### src/rtl/hazard_scoreboard.sv
// Scoreboard-based stall/bubble control for the F/D/E boundary of the 5-stage MIPS core.
// Define HAZARD_SB_MD_EN to compile in the HI/LO (mult/div) busy tracker.
module hazardCntLane #(
  parameter int CW = 6
) (
  input  logic          clk,
  input  logic          rst_n,
  input  logic          load,
  input  logic [CW-1:0] loadVal,
  input  logic          clr,
  output logic [CW-1:0] cnt
);
  // A kill clear wins over both a new load and the normal decrement.
  always_ff @(posedge clk or negedge rst_n) begin
    if (!rst_n)          cnt <= '0;
    else if (clr)        cnt <= '0;
    else if (load)       cnt <= loadVal;
    else if (cnt != '0)  cnt <= cnt - 1'b1;
  end
endmodule

module hazard_scoreboard #(
  parameter int AW      = 5,
  parameter int ALU_LAT = 1,
  parameter int LD_LAT  = 2,
  parameter int MUL_LAT = 5,
  parameter int DIV_LAT = 33
) (
  input  logic          clk,
  input  logic          rst_n,
  input  logic          valid_d,
  input  logic [AW-1:0] rs_d,
  input  logic [AW-1:0] rt_d,
  input  logic [1:0]    use_rs_d,
  input  logic [1:0]    use_rt_d,
  input  logic          wr_d,
  input  logic [AW-1:0] dst_d,
  input  logic          ld_d,
  input  logic          md_start_d,
  input  logic          md_div_d,
  input  logic          md_use_d,
  input  logic          kill_i,
  output logic          stall_f,
  output logic          stall_d,
  output logic          flush_e,
  output logic          md_busy
);
  localparam int NREG = 1 << AW;
  localparam int CW   = 6;

  logic [NREG-1:0][CW-1:0] cnt;
  logic [CW-1:0]           loadVal;
  logic                    stall, issue, rsHaz, rtHaz, mdHaz, eKill;
  logic                    eValid, eWr;
  logic [AW-1:0]           eDst;

  // 01: value needed in D, so any pending count blocks; 10: needed in E, a count of 1 forwards from M.
  function automatic logic srcHaz(input logic [1:0] needCls, input logic [CW-1:0] c);
    srcHaz = ((needCls == 2'b01) && (c != '0)) || ((needCls == 2'b10) && (c > CW'(1)));
  endfunction

  assign rsHaz   = srcHaz(use_rs_d, cnt[rs_d]);
  assign rtHaz   = srcHaz(use_rt_d, cnt[rt_d]);
  assign stall   = valid_d & (rsHaz | rtHaz | mdHaz);
  assign issue   = valid_d & ~stall & ~kill_i;
  assign eKill   = kill_i & eValid;
  assign stall_f = stall;
  assign stall_d = stall;
  assign flush_e = stall;
  assign loadVal = ld_d ? CW'(LD_LAT) : CW'(ALU_LAT);

  assign cnt[0] = '0;
  for (genvar r = 1; r < NREG; r++) begin : gLane
    hazardCntLane #(.CW(CW)) uLane (
      .clk     (clk),
      .rst_n   (rst_n),
      .load    (issue & wr_d & (dst_d == AW'(r))),
      .loadVal (loadVal),
      .clr     (eKill & eWr & (eDst == AW'(r))),
      .cnt     (cnt[r])
    );
  end

  always_ff @(posedge clk or negedge rst_n) begin
    if (!rst_n) begin
      eValid <= 1'b0;
      eWr    <= 1'b0;
      eDst   <= '0;
    end else begin
      eValid <= issue;
      eWr    <= issue & wr_d;
      eDst   <= issue ? dst_d : '0;
    end
  end

`ifdef HAZARD_SB_MD_EN
  logic [CW-1:0] mdCnt;
  logic          eMd;

  assign md_busy = (mdCnt != '0);
  assign mdHaz   = (md_start_d | md_use_d) & md_busy;

  always_ff @(posedge clk or negedge rst_n) begin
    if (!rst_n) begin
      mdCnt <= '0;
      eMd   <= 1'b0;
    end else begin
      eMd <= issue & md_start_d;
      if (eKill & eMd)              mdCnt <= '0;
      else if (issue & md_start_d)  mdCnt <= md_div_d ? CW'(DIV_LAT) : CW'(MUL_LAT);
      else if (mdCnt != '0)         mdCnt <= mdCnt - 1'b1;
    end
  end
`else
  logic unusedMd;
  assign unusedMd = ^{md_start_d, md_div_d, md_use_d};
  assign md_busy  = 1'b0;
  assign mdHaz    = 1'b0;
`endif
endmodule

### config.mk
export PLATFORM = sky130hd
export DESIGN_NAME = hazard_scoreboard
export DESIGN_NICKNAME = d
export VERILOG_FILES = /design/src/rtl/hazard_scoreboard.sv
export SDC_FILE = /design/constraint.sdc
export NUM_CORES = 1
export LEC_CHECK = 0
export ABC_AREA = 1
export BUFFER_PORTS_ARGS = -buffer_cell sky130_fd_sc_hd__buf_2
export CORE_ASPECT_RATIO = 1.1
export CORE_MARGIN = 2
export CORE_UTILIZATION = 30
export DETAILED_ROUTE_END_ITERATION = 8
export PLACE_DENSITY_LB_ADDON = 0.2
export SYNTH_ARGS = -nofsm -noshare
export SYNTH_HDL_FRONTEND = slang
export SYNTH_SLANG_ARGS = --single-unit
### constraint.sdc
create_clock -name clk -period 2.4 [get_ports clk]
set_clock_uncertainty 0.15 [all_clocks]
set_input_delay 0 -clock clk [delete_from_list [all_inputs] [get_ports clk]]
set_output_delay 0 -clock clk [all_outputs]
set_load 0.1 [all_outputs]
Word level (Yosys, flattened, before mapping)

Index checks and enable logic that the tools add are counted.

$add $sub $neg: 31
$lt $le $gt $ge: 4
Eq/ne operators: 66
Mux-type cells: 99
Bitwise operators: 71
Reductions and logical operators: 70

Operator list:

| cell                                               | number |
|---|---|
| 2-to-1 mux 6 bit                                   | 95 |
| nonzero test 6 bit                                 | 33 |
| subtractor 6 x 1 -> 6 bit, second input constant   | 31 |
| == test 5 bit, second input constant               | 32 |
| nonzero test 3 bit                                 | 31 |
| == test 5 x 4 -> 1 bit, second input constant      | 16 |
| AND 1 bit                                          | 68 |
| binary-select mux 6 bit (select 5 bit)             | 2 |
| == test 5 x 3 -> 1 bit, second input constant      | 8 |
| == test 5 x 2 -> 1 bit, second input constant      | 4 |
| > comparator 6 x 1 -> 1 bit, second input constant | 2 |
| < comparator 5 x 6 -> 1 bit, second input constant | 2 |
| == test 5 x 1 -> 1 bit, second input constant      | 2 |
| 2-to-1 mux 5 bit                                   | 1 |
| == test 2 x 1 -> 1 bit, second input constant      | 2 |
| == test 2 bit, second input constant               | 2 |
| logical AND 1 bit                                  | 4 |
| logical OR 1 bit                                   | 2 |
| 2-to-1 mux 2 bit                                   | 1 |
| inverter 1 bit                                     | 2 |
| bitwise OR 1 bit                                   | 1 |

Flip-flop bits (word level): 193
Bits of input ports: 28
Output and inout port bits: 4
Logic and storage cells: 375

Longest topological paths before layout

Gate-level depths: netlist (run 1).

Depth in word-level cells: 14
Mapped depth: 23
Mapped depth without buffers: 20

By module

Synthesis (run 1) repeated with hierarchy kept, for this count alone.

Cells, all modules: 2517
Area total of the unflattened synthesis: 16472.0 um^2

Modules (own cells, without submodules):

| module            | instances | cells each | area each (um^2) | sequential area each (um^2) |
|---|---|---|---|---|
| hazardCntLane     | 31        | 56         | 417.9            | 150.1 |
| hazard_scoreboard | 1         | 781        | 3517.1           | 175.2 |

Worst setup path before layout (run 1)

Ideal clock, no wire load.

Path kind: input-to-output
From: input rt_d[1]
To: output stall_d
Arrival time: 2972 ps
Data required time: 2250 ps
Setup slack: -722 ps
Stages: 17
Path buffers: 3
Cell sequence: buf_4 -> inv_1 -> nor2_1 -> buf_2 -> o21ai_1 -> nand2_1 -> nor2_1 -> nand3_1 -> nand2_1 -> nand2_1 -> nand2_1 -> nand2_1 -> nand3_1 -> nand2_1 -> inv_1 -> nor2_1 -> buf_4

Word-level cells in the longest chain between the ends: 7
Elaborated cells on any way between the ends: 9
Classes of those cells: order compare: 1; mux: 2; bitwise: 2; reduce/logical: 4

RTL lines:

| item                                                              | RTL line | RTL |
|---|---|---|
| start: declaration                                                | 33       | `input logic [AW-1:0] rt_d,` |
| binary-select mux 6 bit (select 5 bit) *                          | 63       | `assign rtHaz = srcHaz(use_rt_d, cnt[rt_d]);` |
| 2-to-1 mux 6 bit (not written as such) *                          | 63       |  |
| > comparator 6 x 1 -> 1 bit or nonzero test 6 bit (tied branches) | 59       | `srcHaz = ((needCls == 2'b01) && (c != '0)) \|\| ((needCls == 2'b10) && (c > CW'(1)));` |
| logical AND 1 bit                                                 | 59       |  |
| logical OR 1 bit *                                                | 59       |  |
| bitwise OR 1 bit *                                                | 64       | `assign stall = valid_d & (rsHaz \| rtHaz \| mdHaz);` |
| AND 1 bit *                                                       | 64       |  |
| end: declaration                                                  | 44       | `output logic stall_d,` |

Every way passes the cells marked *; elsewhere a longest branch is shown, timed or not. The select of a mux whose other input is x is not followed.

Worst setup path after layout (run 1)

From: register gLane[15].uLane.cnt[3]
To: register gLane[31].uLane.cnt[1]

Word-level cells in the longest chain between the ends: 14
Elaborated cells on any way between the ends: 24
Classes of those cells: order compare: 2; mux: 6; bitwise: 7; reduce/logical: 9

RTL lines:

| item                                                              | RTL line | RTL |
|---|---|---|
| start: declaration                                                | 11       | `output logic [CW-1:0] cnt` |
| start signal: assignment                                          | 17       | `else if (load) cnt <= loadVal;` |
| start signal: assignment                                          | 18       | `else if (cnt != '0) cnt <= cnt - 1'b1;` |
| binary-select mux 6 bit (select 5 bit), on equally long branches  | 62, 63   |  |
| 2-to-1 mux 6 bit, on equally long branches                        | 62, 63   |  |
| > comparator 6 x 1 -> 1 bit or nonzero test 6 bit (tied branches) | 59       |  |
| logical AND 1 bit                                                 | 59       |  |
| logical OR 1 bit                                                  | 59       |  |
| bitwise OR 1 bit *                                                | 64       |  |
| AND 1 bit *                                                       | 64       |  |
| inverter 1 bit *                                                  | 65       | `assign issue = valid_d & ~stall & ~kill_i;` |
| AND 1 bit * (2 in a row)                                          | 65       |  |
| AND 1 bit * (2 in a row)                                          | 77       | `.load (issue & wr_d & (dst_d == AW'(r))),` |
| 2-to-1 mux 6 bit                                                  | 17       |  |
| 2-to-1 mux 6 bit                                                  | 16       | `else if (clr) cnt <= '0;` |
| end signal: assignment                                            | 17       |  |
| end signal: assignment                                            | 18       |  |
| end: declaration                                                  | 11       |  |

Marked as above.
A chain may end at the register's enable or synchronous reset.

==> run_results.csv, run 1 <==
group,metric,value,unit
run_status,status,"finished, violations left",
run_status,violations,"negative hold slack, negative setup slack",
setup_path,start_kind,"flop",
cts,cts_tree,"built",
detailed_routing,drt_first_pass_iters,5,
sta,postLayoutSetupSlackWorst,-319,ps
cts,clockRootBuffer,"clkbuf_16",
grt,antenna_found_initial,0,
synthesis,synthDistinctLibCells,40,
layout,num-nets-final,2680,
cts,insertion_delay,480,ps
synthesis,synth_top_area_share,34.3,%
die,initial_core_util,30.3,%
synthesis,ys_async_sr_fraction,100,%
setup_path,critPathLaunch,"gLane[15].uLane.cnt[3]$_DFFE_PN0P_",
sta,whs,-4.33,ps
sta,rsz0062_at_grt,"true",
cts,clk_path_buf_depth,2,
sta,relSlewSlack,9.55,%
die,pin_count,32,
layout,num_antenna_cells,0,
synthesis,synth_area_per_cell,6.50,µm²
setup_path,cp_top_family,"simple AND/OR/NAND/NOR gates",
grt,grt_use_total,21.9,%
setup_path,critical_path_buf_inv_count,4,
setup_path,cp.required,2620,ps
sta,slew_viol_final,0,
setup_path,cp_common_cell,"nand2_1",
die,std_cell_rows,83,
synthesis,ys_seq_area_share,34.3,%
synthesis,yosysWarningCount,0,
die,die-area,48700,µm²
detailed_routing,wl_per_cell,16.4,µm
layout,final_area,20700,µm²
synthesis,synth_area_leaders,"dfrtp_1, nand2_1, nand3_1",
placement,dpl_cell_area,18100,µm²
placement,numPortBuffers,27,
detailed_routing,viasPerCell,4.79,
power,irDropWorstVdd,0.624,mV
synthesis,synth_top_cells_by_count,"nand2_1, inv_1, nor2_1",
setup_path,worstSetupPathType,"reg2reg",
setup_path,endpoint_kind,"flop",
grt,grt_start_max_net_pins,70,
placement,preCtsSetupSlack,-464,ps
grt,grt_pass1_wl,82.1,mm
sta,hold_viol,3,
placement,hpwl,40.2,mm
synthesis,syn_inst,2169,
synthesis,synth-seq-cells,193,
synthesis,yosysMostFrequentCell,"nand2_1",
placement,dp.cells,3156,
sta,period_needed,2720,ps
detailed_routing,drc,0,
cts,path_clk_slew,80,ps
setup_path,critPathSlowestCell,"dfrtp_1",
synthesis,netlist_area,14100,µm²
layout,syn2layout_area_growth,46.9,%
synthesis,yosys.area.top_type,"dfrtp_1",
detailed_routing,drtIter0Drc,814,
sta,setup_viol,189,
setup_path,r2r_slack,-320,ps
hold_path,hp-class,"in2async",
setup_path,cpPeakStageDelay,380,ps
layout,drive_above_1_share,30.1,%
setup_path,path_cells,"nor2_1, buf_4, nand2_1, nand2_1, nor2_1, nand2_1, nand2_1, nand2_1, nand2_1, nor2_1, nand3_1, nand3_2, nand2_2, nor2_4, buf_12, buf_12, buf_12, nand3_4, and2_4, nand2_1, nand2_1",
synthesis,synth_top_flop_cell,"dfrtp_1",
placement,place.gp.congestion,0.906,
layout,final.fill_count,4755,
grt,grt_pass1_vias,15400,
detailed_routing,wl,53.0,mm
setup_path,worstPathMaxFanout,7,
sta,fin_setup_tns,-43440,ps
detailed_routing,num_vias,15500,
setup_path,r2r_start,"gLane[15].uLane.cnt[3]$_DFFE_PN0P_",
die,core,46500,µm²
die,die_y,231,µm
power,power_density,1170,nW/µm²
synthesis,synth_edf_count,0,
setup_path,arrival,2940,ps
synthesis,syn-num-nets,2228,
cts,htree_levels,4,
detailed_routing,ant_nets,0,
sta,clock.fmax,368,MHz
cts,cts_sinks,193,
setup_path,r2r_cells,21,
run,maxCapViolCount,0,
die,die_x,211,µm
layout,fin_cells,3228,
grt,grt-ovfl-total,0,
power,p_leak,0.0107,µW
cts,cts_buffers,17,
sta,worst_pin_slew,1340,ps
sta,min_period_over_period,113,%
setup_path,reg2reg_to,"gLane[31].uLane.cnt[1]$_DFFE_PN0P_",
worst min-delay path: cells and delay by family:
kind / cells / cell delay [ps]
buf+inv: 3 / 1020
report_power, final:
part / switching (µW) / total (µW) / internal (µW)
Sequential: 1120 / 6080 / 4960
Clock: 1550 / 3050 / 1500
Combinational: 7550 / 15000 / 7500
Total: 10200 / 24200 / 14000
flip-flops by register name, indices dropped and copies added, names as in the netlist:
signal,cells
eValid,1
eWr,1
gLane.uLane.cnt,186
eDst,5
worst max-delay path by stage:
stage	depth (start not counted)	end	slack, ps
final	21	gLane[31].uLane.cnt[1]$_DFFE_PN0P_	-320
after global routing	23	gLane[18].uLane.cnt[0]$_DFFE_PN0P_	-540
after CTS	19	stall_d	-280
after detailed placement	21	gLane[18].uLane.cnt[0]$_DFFE_PN0P_	-460
after global placement	19	gLane[5].uLane.cnt[1]$_DFFE_PN0P_	-430
after floorplan	21	gLane[21].uLane.cnt[0]$_DFFE_PN0P_	80
per-layer routing:
| metal | track usage (%) | part of all wire (%) | vias to the layer above |
|---|---|---|---|
| li1 | - | - | 7737 |
| met1 | 28.6 | 44 | 7312 |
| met2 | 36.8 | 49 | 340 |
| met3 | 2.60 | 4.0 | 87 |
| met4 | 8.91 | 3.1 | 0 |
| met5 | 0 | 0 | - |
cells in the final DEF (no fill, tap or decap), drive strengths merged:
cell         netlist  final
nor3              56     56
nand3b             2      2
a21oi             54     54
nand4             28     28
inv              313    320
nor3b              2      2
a31oi              1      1
clkinvlp           0      3
dlygate4sd3        0     10
nor4              36     36
or2                1      1
nand3            246    246
o211ai             6      6
dfrtp            193    193
o21ai             47     47
bufinv             0      1
and2               7      7
nor2             307    307
xor2              91     91
clkbuf            22     20
conb               1      1
xnor2             31     31
nor4b              3      3
a21boi             2      2
ha                31     31
nand2            647    647
buf               35    478
clkinv             2      4
a211oi             4      4
a2111oi            1      1
through the flow:
| stage | utilization, % | total power (µW) |
|---|---|---|
| 2_1_floorplan | - | 13400 |
| 3_3_place_gp | 39.0 | 19400 |
| 3_5_place_dp | 39.0 | 19500 |
| 4_1_cts | 42.2 | 23100 |
| 5_1_grt | 44.5 | 26300 |
| 6_report | 44.5 | 24200 |
layout make-up:
cell class	instances	area, µm²	area share, %
clock buffer	18	439	2.12
multi-input combinational	1604	9140	44.1
clock inverter	13	144	0.695
tap	595	744	3.60
sequential	193	4830	23.3
inverter	315	1190	5.76
timing repair buffer	490	4220	20.4
repair_timing:
action	in CTS	in global routing
setup endpoints to repair	189	192
cloned	2	1
hold buffers	10	0
buffers inserted	14	18
hold endpoints to repair	226	0
pin swaps	27	87
resized for setup	172	239
cells by family (layout without fill, tap and decap cells):
| kind of cell | Yosys count | count (layout) | share of synthesized area, % |
|---|---|---|---|
| adders and majority gates | 31 | 31 | 2.75 |
| xor gates and xnor gates | 122 | 122 | 7.58 |
| other | 1 | 1 | 0.0266 |
| and+or+nand+nor | 1335 | 1335 | 40.3 |
| AOI/OAI and AO/OA | 115 | 115 | 4.63 |
| buffers and inverters | 372 | 836 | 10.4 |
| DFF | 193 | 193 | 34.3 |
Note: power is estimated with default switching activity, not from simulation.
==> run 2, diff against run 1 <==
Settings changed: SYNTH_HIERARCHICAL set to 1.
Clock period 2.4 ns to 3.5 ns, I/O delays scaled along.
==> run_results.csv, run 2 <==
group,metric,value,unit
synthesis,ys_async_sr_fraction,100,%
hold_path,hold_end,"gLane[26].uLane/cnt[1]$_DFFE_PN0P_",
run,maxCapViolCount,0,
die,core,54600,µm²
cts,cts_buffers,17,
setup_path,cp.required,3780,ps
layout,top_register,"gLane.uLane/cnt",
synthesis,syn_inst,2517,
hold_path,hp-class,"in2reg",
layout,num-nets-final,2837,
layout,num_antenna_cells,0,
cts,clk_path_buf_depth,2,
cts,path_clk_slew,70,ps
sta,fin_setup_tns,0,ps
power,p_leak,0.00984,µW
setup_path,arrival,3400,ps
setup_path,critical_path_buf_inv_count,1,
setup_path,path_cells,"nor2_1, nor2_1, nor2_1, nand2_1, nand2_1, nand2_1, nand2_1, nand2_1, nor2_1, nand3_1, nand3_2, nand4_4, nor2_1, inv_2, nand2_2, nor2_2, nand2_4, o211ai_1, nor2_2",
power,irDropWorstVdd,0.434,mV
setup_path,r2r_cells,19,
layout,final_cell_mix,"nand2_1, nor2_1, nand3_1, inv_1, dfrtp_1",
synthesis,yosys.area.top_type,"dfrtp_1",
cts,insertion_delay,500,ps
sta,whs,43.6,ps
detailed_routing,num_vias,16800,
hold_path,hold_depth,5,
grt,grt_pass1_wl,86.6,mm
layout,final.fill_count,5913,
setup_path,endpoint_kind,"flop",
setup_path,cp_top_family,"simple AND/OR/NAND/NOR gates",
synthesis,yosysWarningCount,6,
placement,place.gp.congestion,0.895,
layout,largest_reg_flops,186,
grt,grt_pass1_vias,15800,
die,std_cell_rows,90,
run_status,status,"finished, final reports clean",
synthesis,netlist_area,16500,µm²
cts,cts_tree,"built",
power,power_density,749,nW/µm²
sta,period_needed,3120,ps
detailed_routing,ant_nets,0,
synthesis,synth_top_area_share,29.3,%
setup_path,critPathSlowestCell,"dfrtp_1",
sta,slew_viol_final,0,
die,die_y,250,µm
cts,ctsHoldBuffers,17,
detailed_routing,wl,54.8,mm
setup_path,worstPathMaxFanout,15,
layout,final_area,19200,µm²
grt,antenna_found_initial,2,
die,pin_count,32,
synthesis,yosysMostFrequentCell,"nand2_1",
placement,numPortBuffers,27,
detailed_routing,drtIter0Drc,1231,
cts,cts_sinks,193,
detailed_routing,drt_first_pass_iters,8,
synthesis,synthDistinctLibCells,35,
synthesis,synth_top_cells_by_count,"nand2_1, nor2_1, nand3_1",
synthesis,ys_seq_area_share,29.3,%
sta,worst_pin_slew,697,ps
sta,min_period_over_period,89.1,%
synthesis,synth_top_flop_cell,"dfrtp_1",
setup_path,cpPeakStageDelay,430,ps
sta,hold_viol,0,
cts,postCtsSetupBuffers,0,
detailed_routing,wl_per_cell,15.7,µm
setup_path,r2r_slack,380,ps
synthesis,synth-seq-cells,193,
cts,ctsResizeCount,0,
grt,grt_use_total,19.8,%
placement,hpwl,41.9,mm
sta,setup_viol,0,
grt,grt_start_max_net_pins,79,
layout,syn2layout_area_growth,16.3,%
layout,final_common_cell,"nand2_1",
sta,postLayoutSetupSlackWorst,383,ps
grt,grt-ovfl-total,0,
hold_path,hp-start,"ld_d",
placement,preCtsSetupSlack,276,ps
detailed_routing,viasPerCell,4.80,
placement,dpl_cell_area,18400,µm²
die,die-area,56800,µm²
die,die_x,227,µm
synthesis,synth_area_leaders,"dfrtp_1, nand2_1, nand3_1",
sta,clock.fmax,321,MHz
synthesis,synth_edf_count,0,
setup_path,reg2reg_to,"gLane[10].uLane/cnt[3]$_DFFE_PN0P_",
detailed_routing,drc,0,
layout,drive_above_1_share,15.4,%
sta,relSlewSlack,53.2,%
setup_path,worstSetupPathType,"reg2reg",
synthesis,synth_area_per_cell,6.54,µm²
setup_path,start_kind,"flop",
sta,rsz0062_at_grt,"false",
cts,htree_levels,4,
layout,reg.largest.list,"gLane.uLane/cnt: 186 flops, eDst: 5 flops",
die,initial_core_util,30.2,%
cts,clockRootBuffer,"clkbuf_16",
setup_path,r2r_start,"gLane[10].uLane/cnt[2]$_DFFE_PN0P_",
==> run 2: cell types whose count changed in the layout (fill, tap and decap cells not counted), moves of 72 or more <==
cell      before  now
a21oi_1       30  106
buf_4        384   72
conb_1         1  125
nand3_1      180  268
o211ai_1       6   80
o21ai_0       23   95
==> run 2: kinds of logic after synthesis <==
| family | Yosys count | synth area share (%) |
|---|---|---|
| AO/OA/AOI/OAI | 376 | 13.4 |
| XOR/XNOR | 32 | 1.70 |
| adder cells (fa/ha/maj) | 62 | 4.71 |
| buffers and inverters | 385 | 9.13 |
| flip-flops | 193 | 29.3 |
| other | 1 | 0.0228 |
| AND/OR/NAND/NOR | 1468 | 41.7 |
==> run 2: layout make-up <==
cell class                      count  area, µm²  area share, %
Tap cell                          736        921           4.81
Sequential cell                   193       4830           25.2
Inverter                          355       1330           6.96
Timing Repair Buffer              117        930           4.85
Clock buffer                       21        450           2.35
Clock inverter                      9       86.3          0.451
Multi-Input combinational cell   2063      10600           55.4
==> run 2: power breakdown <==
part	internal, µW	switching, µW	leakage [µW]
clock network	988	973	0.000247
registers	3380	1330	0.00230
logic	2950	4720	0.00729
==> run 2: worst max-delay path by stage <==
stage	slack, ps	to	from	depth (start not counted)
floorplan	180	stall_d	gLane[16].uLane/cnt[4]$_DFFE_PN0P_	11
global placement	310	gLane[22].uLane/cnt[3]$_DFFE_PN0P_	rt_d[1]	23
detailed placement	280	gLane[22].uLane/cnt[4]$_DFFE_PN0P_	rs_d[0]	20
CTS	350	gLane[22].uLane/cnt[5]$_DFFE_PN0P_	gLane[10].uLane/cnt[2]$_DFFE_PN0P_	20
global route	80	gLane[22].uLane/cnt[4]$_DFFE_PN0P_	gLane[16].uLane/cnt[3]$_DFFE_PN0P_	20
finish	380	gLane[10].uLane/cnt[3]$_DFFE_PN0P_	gLane[10].uLane/cnt[2]$_DFFE_PN0P_	19
==> run 2: through the flow <==
step / util, % / std cells / total power (µW)
3_3_place_gp: 33.8 / 3447 / 12200
6_report: 35.1 / 3494 / 14300
3_5_place_dp: 33.8 / 3447 / 12400
5_1_grt: 35.1 / 3494 / 15800
4_1_cts: 35.1 / 3494 / 14400
2_1_floorplan: - / 2641 / 10400
==> run 2: worst min-delay path: stages <==
cell	delay, ps
buf_2	300
nand2_1	140
o21ai_0	60
nand3_1	70
o21ai_1	50
==> run 2: routing by layer <==
layer  share of wire (%)  GRT usage, %  vias up
met5               0.024             0        -
met4                 3.1          7.28        2
met3                 5.7          4.20       88
met2                  45          31.3      412
met1                  46          26.4     7799
li1                    -             -     8472
